## src/rtl/hazard_pkg.sv

```systemverilog
// Shared types and strobe presets for the RV32I pipeline hazard controller.
package hazard_pkg;

    localparam int unsigned REG_AW = 5;

    typedef enum logic {
        HZ_RUN  = 1'b0,
        HZ_WAIT = 1'b1
    } hz_state_e;

    // Per-stage enable/flush strobes driven to the pipeline registers.
    typedef struct packed {
        logic pc_en;
        logic if_id_en;
        logic if_id_flush;
        logic id_ex_en;
        logic id_ex_flush;
        logic ex_mem_en;
        logic mem_wb_flush;
    } pipe_ctrl_t;

    localparam pipe_ctrl_t PIPE_RUN = '{
        pc_en: 1'b1, if_id_en: 1'b1, if_id_flush: 1'b0, id_ex_en: 1'b1,
        id_ex_flush: 1'b0, ex_mem_en: 1'b1, mem_wb_flush: 1'b0
    };

    localparam pipe_ctrl_t PIPE_RESET = '{
        pc_en: 1'b0, if_id_en: 1'b0, if_id_flush: 1'b1, id_ex_en: 1'b0,
        id_ex_flush: 1'b1, ex_mem_en: 1'b0, mem_wb_flush: 1'b1
    };

    // Everything up to MEM frozen; WB receives bubbles until the access completes.
    localparam pipe_ctrl_t PIPE_MEMWAIT = '{
        pc_en: 1'b0, if_id_en: 1'b0, if_id_flush: 1'b0, id_ex_en: 1'b0,
        id_ex_flush: 1'b0, ex_mem_en: 1'b0, mem_wb_flush: 1'b1
    };

    localparam pipe_ctrl_t PIPE_MISPREDICT = '{
        pc_en: 1'b1, if_id_en: 1'b1, if_id_flush: 1'b1, id_ex_en: 1'b1,
        id_ex_flush: 1'b1, ex_mem_en: 1'b1, mem_wb_flush: 1'b0
    };

    // Hold PC and IF/ID, push a bubble into EX while the load advances.
    localparam pipe_ctrl_t PIPE_LOADUSE = '{
        pc_en: 1'b0, if_id_en: 1'b0, if_id_flush: 1'b0, id_ex_en: 1'b1,
        id_ex_flush: 1'b1, ex_mem_en: 1'b1, mem_wb_flush: 1'b0
    };

    function automatic logic load_use_hit(
        input logic              ex_load,
        input logic [REG_AW-1:0] ex_rd,
        input logic [REG_AW-1:0] rs1,
        input logic              rs1_used,
        input logic [REG_AW-1:0] rs2,
        input logic              rs2_used
    );
        return ex_load && (ex_rd != '0) &&
               ((rs1_used && (rs1 == ex_rd)) || (rs2_used && (rs2 == ex_rd)));
    endfunction

endpackage

```

## src/rtl/hazard_ctrl_sat_counter.sv

```systemverilog
// Saturating up-counter with synchronous clear; holds at all-ones.
module sat_counter #(
    parameter int unsigned W = 32
) (
    input  logic         clk_i,
    input  logic         clr_i,
    input  logic         inc_i,
    output logic [W-1:0] cnt_o
);

    always_ff @(posedge clk_i) begin
        if (clr_i) begin
            cnt_o <= '0;
        end else if (inc_i && (cnt_o != {W{1'b1}})) begin
            cnt_o <= cnt_o + W'(1);
        end
    end

endmodule

```

## src/rtl/hazard_ctrl.sv

```systemverilog
// Pipeline sequencing controller: load-use, mispredict and data-memory wait
// handling with a wait timeout and saturating stall/flush counters.
module hazard_ctrl
    import hazard_pkg::*;
#(
    parameter int unsigned CNT_W       = 32,
    parameter int unsigned MEM_TIMEOUT = 16,
    parameter int unsigned TO_W        = 5
) (
    input  logic              clk_i,
    input  logic              rst_i,
    input  logic [REG_AW-1:0] id_rs1_addr_i,
    input  logic [REG_AW-1:0] id_rs2_addr_i,
    input  logic              id_rs1_used_i,
    input  logic              id_rs2_used_i,
    input  logic [REG_AW-1:0] ex_rd_addr_i,
    input  logic              ex_mem_rden_i,
    input  logic              ex_mispredict_i,
    input  logic              mem_req_i,
    input  logic              mem_ack_i,
    output logic              pc_en_o,
    output logic              if_id_en_o,
    output logic              if_id_flush_o,
    output logic              id_ex_en_o,
    output logic              id_ex_flush_o,
    output logic              ex_mem_en_o,
    output logic              mem_wb_flush_o,
    output logic              mem_err_o,
    output logic [CNT_W-1:0]  stall_cnt_o,
    output logic [CNT_W-1:0]  flush_cnt_o
);

    localparam logic [TO_W-1:0] WAIT_LAST = TO_W'(MEM_TIMEOUT - 1);

    hz_state_e       state_q, state_d;
    logic [TO_W-1:0] wait_q, wait_d;
    logic            release_q, release_d;
    logic            err_set;
    logic            run_rules;
    logic            load_use;
    logic            misp_act;
    logic            stall_inc;
    pipe_ctrl_t      ctrl;

    // State, wait counter, post-timeout release flag and sticky error.
    always_ff @(posedge clk_i) begin
        if (rst_i) begin
            state_q   <= HZ_RUN;
            wait_q    <= '0;
            release_q <= 1'b0;
            mem_err_o <= 1'b0;
        end else begin
            state_q   <= state_d;
            wait_q    <= wait_d;
            release_q <= release_d;
            if (err_set) begin
                mem_err_o <= 1'b1;
            end
        end
    end

    // Next state and zero-latency strobes; memory wait outranks mispredict
    // which outranks load-use.
    always_comb begin
        state_d   = state_q;
        wait_d    = wait_q;
        release_d = 1'b0;
        err_set   = 1'b0;
        run_rules = 1'b0;
        ctrl      = PIPE_RUN;
        load_use  = load_use_hit(ex_mem_rden_i, ex_rd_addr_i,
                                 id_rs1_addr_i, id_rs1_used_i,
                                 id_rs2_addr_i, id_rs2_used_i);

        unique case (state_q)
            HZ_RUN: begin
                // The cycle after a timeout lets the stuck access leave MEM.
                if (mem_req_i && !mem_ack_i && !release_q) begin
                    ctrl    = PIPE_MEMWAIT;
                    state_d = HZ_WAIT;
                    wait_d  = TO_W'(1);
                end else begin
                    run_rules = 1'b1;
                end
            end
            HZ_WAIT: begin
                if (!mem_ack_i) begin
                    ctrl = PIPE_MEMWAIT;
                    if (wait_q == WAIT_LAST) begin
                        err_set   = 1'b1;
                        state_d   = HZ_RUN;
                        release_d = 1'b1;
                    end else begin
                        wait_d = wait_q + TO_W'(1);
                    end
                end else begin
                    run_rules = 1'b1;
                    state_d   = HZ_RUN;
                end
            end
            default: begin
                state_d = HZ_RUN;
            end
        endcase

        if (run_rules) begin
            if (ex_mispredict_i) begin
                ctrl = PIPE_MISPREDICT;
            end else if (load_use) begin
                ctrl = PIPE_LOADUSE;
            end
        end

        if (rst_i) begin
            ctrl = PIPE_RESET;
        end

        misp_act  = run_rules && ex_mispredict_i && !rst_i;
        stall_inc = !rst_i && !ctrl.pc_en;
    end

    assign pc_en_o        = ctrl.pc_en;
    assign if_id_en_o     = ctrl.if_id_en;
    assign if_id_flush_o  = ctrl.if_id_flush;
    assign id_ex_en_o     = ctrl.id_ex_en;
    assign id_ex_flush_o  = ctrl.id_ex_flush;
    assign ex_mem_en_o    = ctrl.ex_mem_en;
    assign mem_wb_flush_o = ctrl.mem_wb_flush;

    sat_counter #(.W(CNT_W)) u_stall_cnt (
        .clk_i (clk_i),
        .clr_i (rst_i),
        .inc_i (stall_inc),
        .cnt_o (stall_cnt_o)
    );

    sat_counter #(.W(CNT_W)) u_flush_cnt (
        .clk_i (clk_i),
        .clr_i (rst_i),
        .inc_i (misp_act),
        .cnt_o (flush_cnt_o)
    );

endmodule

```

## config.mk

```make
export PLATFORM = sky130hd
export DESIGN_NAME = hazard_ctrl
export DESIGN_NICKNAME = d
export VERILOG_FILES = /design/src/rtl/hazard_pkg.sv /design/src/rtl/hazard_ctrl_sat_counter.sv /design/src/rtl/hazard_ctrl.sv
export SDC_FILE = /design/constraint.sdc
export NUM_CORES = 1
export LEC_CHECK = 0
export CELL_PAD_IN_SITES_DETAIL_PLACEMENT = 2
export CELL_PAD_IN_SITES_GLOBAL_PLACEMENT = 2
export CORE_MARGIN = 3
export CORE_UTILIZATION = 29
export DETAILED_ROUTE_END_ITERATION = 8
export HOLD_SLACK_MARGIN = 0.03
export PLACE_DENSITY_LB_ADDON = 0.1
export SKIP_CTS_REPAIR_TIMING = 1
export SLEW_MARGIN = 20
export SYNTH_ARGS = -nofsm -noshare
export SYNTH_HDL_FRONTEND = slang
export SYNTH_SLANG_ARGS = --single-unit
```

## constraint.sdc

```tcl
create_clock -name clk_i -period 2.9 [get_ports clk_i]
set_clock_uncertainty 0.15 [all_clocks]
set_input_delay 0.29 -clock clk_i [delete_from_list [all_inputs] [get_ports clk_i]]
set_output_delay 0.29 -clock clk_i [all_outputs]
set_load 0.03 [all_outputs]
```

==> impl_metrics.env <==
export IMPL_clk_pin_slew_worst_paths_ns=0.06
export IMPL_synth_seq_cells=72
export IMPL_cts_tree="done"
export IMPL_worst_pin_slew_ns=0.714
export IMPL_worstSetupStartpoint="u_flush_cnt.cnt_o[0]"
export IMPL_grt_ovfl_total=0
export IMPL_power_density_mw_per_mm2=449
export IMPL_multiInputGateArea_mm2=0.00220
export IMPL_area_growth_syn_to_layout_pct=38.9
export IMPL_cp_top_family="simple AND/OR/NAND/NOR gates"
export IMPL_critical_path_max_stage_delay_ns=0.56
export IMPL_relSlewSlack_pct=52.3
export IMPL_grt_pass1_wl_um=21300
export IMPL_dp_hpwl_um=9320
export IMPL_grt_max_degree=33
export IMPL_ant_nets=0
export IMPL_hold_path_class="primary input to flip-flop"
export IMPL_cts_buffer_depth=2
export IMPL_port_buffers=94
export IMPL_fin_crit_sh_pct=90.7
export IMPL_cts_buffers=9
export IMPL_min_from="rst_i"
export IMPL_start_kind="flip-flop"
export IMPL_htree_levels=3
export IMPL_pin_count=95
export IMPL_wirelength_um=12900
export IMPL_antenna_found_initial=0
export IMPL_finalSetupViolations=0
export IMPL_core_area_mm2=0.0127
export IMPL_synth_mux_area_share_pct=1.65
export IMPL_hold_viol=0
export IMPL_ys_seq_area_share_pct=38.0
export IMPL_synthSimpleGateAreaFrac_pct=32.8
export IMPL_synth_compound_area_share_pct=12.4
export IMPL_cp_cell_sequence="ha_1 -> nand2_1 -> or3_1 -> nor4_4 -> buf_4 -> nor4b_1 -> xnor2_1 -> nor2_1"
export IMPL_p_leak_nw=1.68
export IMPL_fillers=1481
export IMPL_die_x_um=120
export IMPL_design_area_mm2=0.00527
export IMPL_drive_gt1_share_pct=9.64
export IMPL_synthTopCellsByCount="dfxtp_1 (72), nor2_1 (52), xnor2_1 (40)"
export IMPL_async_flop_share_pct=0
export IMPL_critPathMaxFanout=12
export IMPL_whs_ns=0.179
export IMPL_synthTopCellsByArea="dfxtp_1 (38%), xnor2_1 (9.2%), nor2_1 (5.1%), nand2_1 (3.6%), a21oi_1 (3.4%)"
export IMPL_synth_top_family_by_area="simple AND/OR/NAND/NOR gates"
export IMPL_crit_path_end_kind="flip-flop"
export IMPL_rsz0062_at_grt="no"
export IMPL_yosys_warnings=0
export IMPL_synth_top_area_share_pct=38.0
export IMPL_track_usage_pct=18.2
export IMPL_vias=3772
export IMPL_slew_viol_final=0
export IMPL_drc=0
export IMPL_reg2reg_from="u_flush_cnt.cnt_o[0]"
export IMPL_die_area_mm2=0.0145
export IMPL_avgRoutedWirePerCell_um=17.8
export IMPL_fp_dieH_um=120
export IMPL_rows=41
export IMPL_setup_tns_ns=0
export IMPL_insertion_delay_ns=0.34
export IMPL_dpl_cell_area_mm2=0.00495
export IMPL_syn_num_nets=475
export IMPL_arrival_ns=2.70
export IMPL_max_vdd_ir_drop_mv=0.209
export IMPL_cts_root_buf="clkbuf_16"
export IMPL_syn_area_mm2=0.00379
export IMPL_synth_xor_xnor_area_share_pct=9.70
export IMPL_drtIter0Drc=113
export IMPL_synth_cells=448
export IMPL_path_buf_inv=1
export IMPL_diodes=0
export IMPL_first_pass_iters=5
export IMPL_yosysTopAreaCell="dfxtp_1"
export IMPL_power_mw=2.37
export IMPL_drt_vias_per_instance=5.22
export IMPL_start_util_pct=29.8
export IMPL_synth_edff_count=0
export IMPL_nNetsFinal=572
export IMPL_syn_avg_cell_area_um2=8.47
export IMPL_cp_required_ns=2.97
export IMPL_globalplace_congestion=0.802
export IMPL_register_area_mm2=0.00144
export IMPL_final_min_clock_period_ns=2.63
export IMPL_clock_fmax_mhz=380
export IMPL_outcome="completed"
export IMPL_cp_slowest_cell="or3_1"
export IMPL_criticalPathCategory="flip-flop to flip-flop"
export IMPL_grt_pass1_vias=4068
export IMPL_synth_ff_type="dfxtp_1"
export IMPL_ys_types=61
export IMPL_clock_sinks=72
export IMPL_synth_adder_area_share_pct=1.32
export IMPL_drv_cap=0
export IMPL_synth_most_common_cell="dfxtp_1"
-- layout by cell type, fill, tap and decap left out, drive strengths merged, types with 5 or more instances in the layout --
master	n
or3	8
dfxtp	72
o31ai	13
nor2	54
and4	5
and3	10
clkbuf	10
nor3	13
nor4	16
nand2	36
inv	11
nand3	22
clkdlybuf4s50	90
or4	14
nand4	19
nor4b	6
a21oi	26
o21ai	9
buf	18
xnor2	40
-- through the flow --
step / util [%] / cells / setup WS (ns)
final: 41.4 / 722 / 0.269
after global routing: 41.4 / 722 / 0.159
after global placement: 38.9 / 706 / 0.0848
after floorplan: - / 448 / 0.185
after detailed placement: 38.9 / 706 / 0.0342
after CTS: 41.4 / 722 / 0.0269
-- cell type report --
type	count	area share, %
Sequential cell	72	27.4
Multi-Input combinational cell	342	41.7
Clock inverter	6	1.59
Inverter	11	0.784
Tap cell	172	4.09
Clock buffer	10	4.35
Timing Repair Buffer	109	20.1
-- logic make-up (layout without fill, tap and decap cells) --
family,after synthesis,after routing
compound gates,72,72
flops,72,72
xor+xnor,42,42
fa+ha+maj,4,4
buf+inv,34,136
simple gates,218,218
mux,6,6
-- worst paths after layout --
path                                              end  slack (ns)  cells after the start
worst max-delay path            u_flush_cnt.cnt_o[11]        0.27                      8
worst min-delay path             u_flush_cnt.cnt_o[9]        0.18                      2
worst max register to register  u_flush_cnt.cnt_o[11]        0.27                      8
worst min register to register              mem_err_o        0.32                      1
-- state kept, by name, indices dropped and copies added (netlist names) --
name and count:
u_flush_cnt.cnt_o 32, u_stall_cnt.cnt_o 32, wait_q 5, mem_err_o 1, release_q 1, state_q 1
-- layer usage --
metal | vias up | part of all wire [%] | track usage (%)
met5 | - | 0 | 0
met4 | 0 | 1.5 | 6.59
met3 | 12 | 3.3 | 3.13
met2 | 59 | 50 | 31.9
met1 | 1869 | 45 | 22.5
li1 | 1832 | - | -
-- where the power goes --
part | switching (mW) | total [mW] | internal, mW
clock network | 0.447 | 1.20 | 0.750
registers | 0.00646 | 1.00 | 0.993
logic | 0.0958 | 0.169 | 0.0731
total | 0.549 | 2.37 | 1.82
Note: power is estimated with default switching activity, not from simulation.
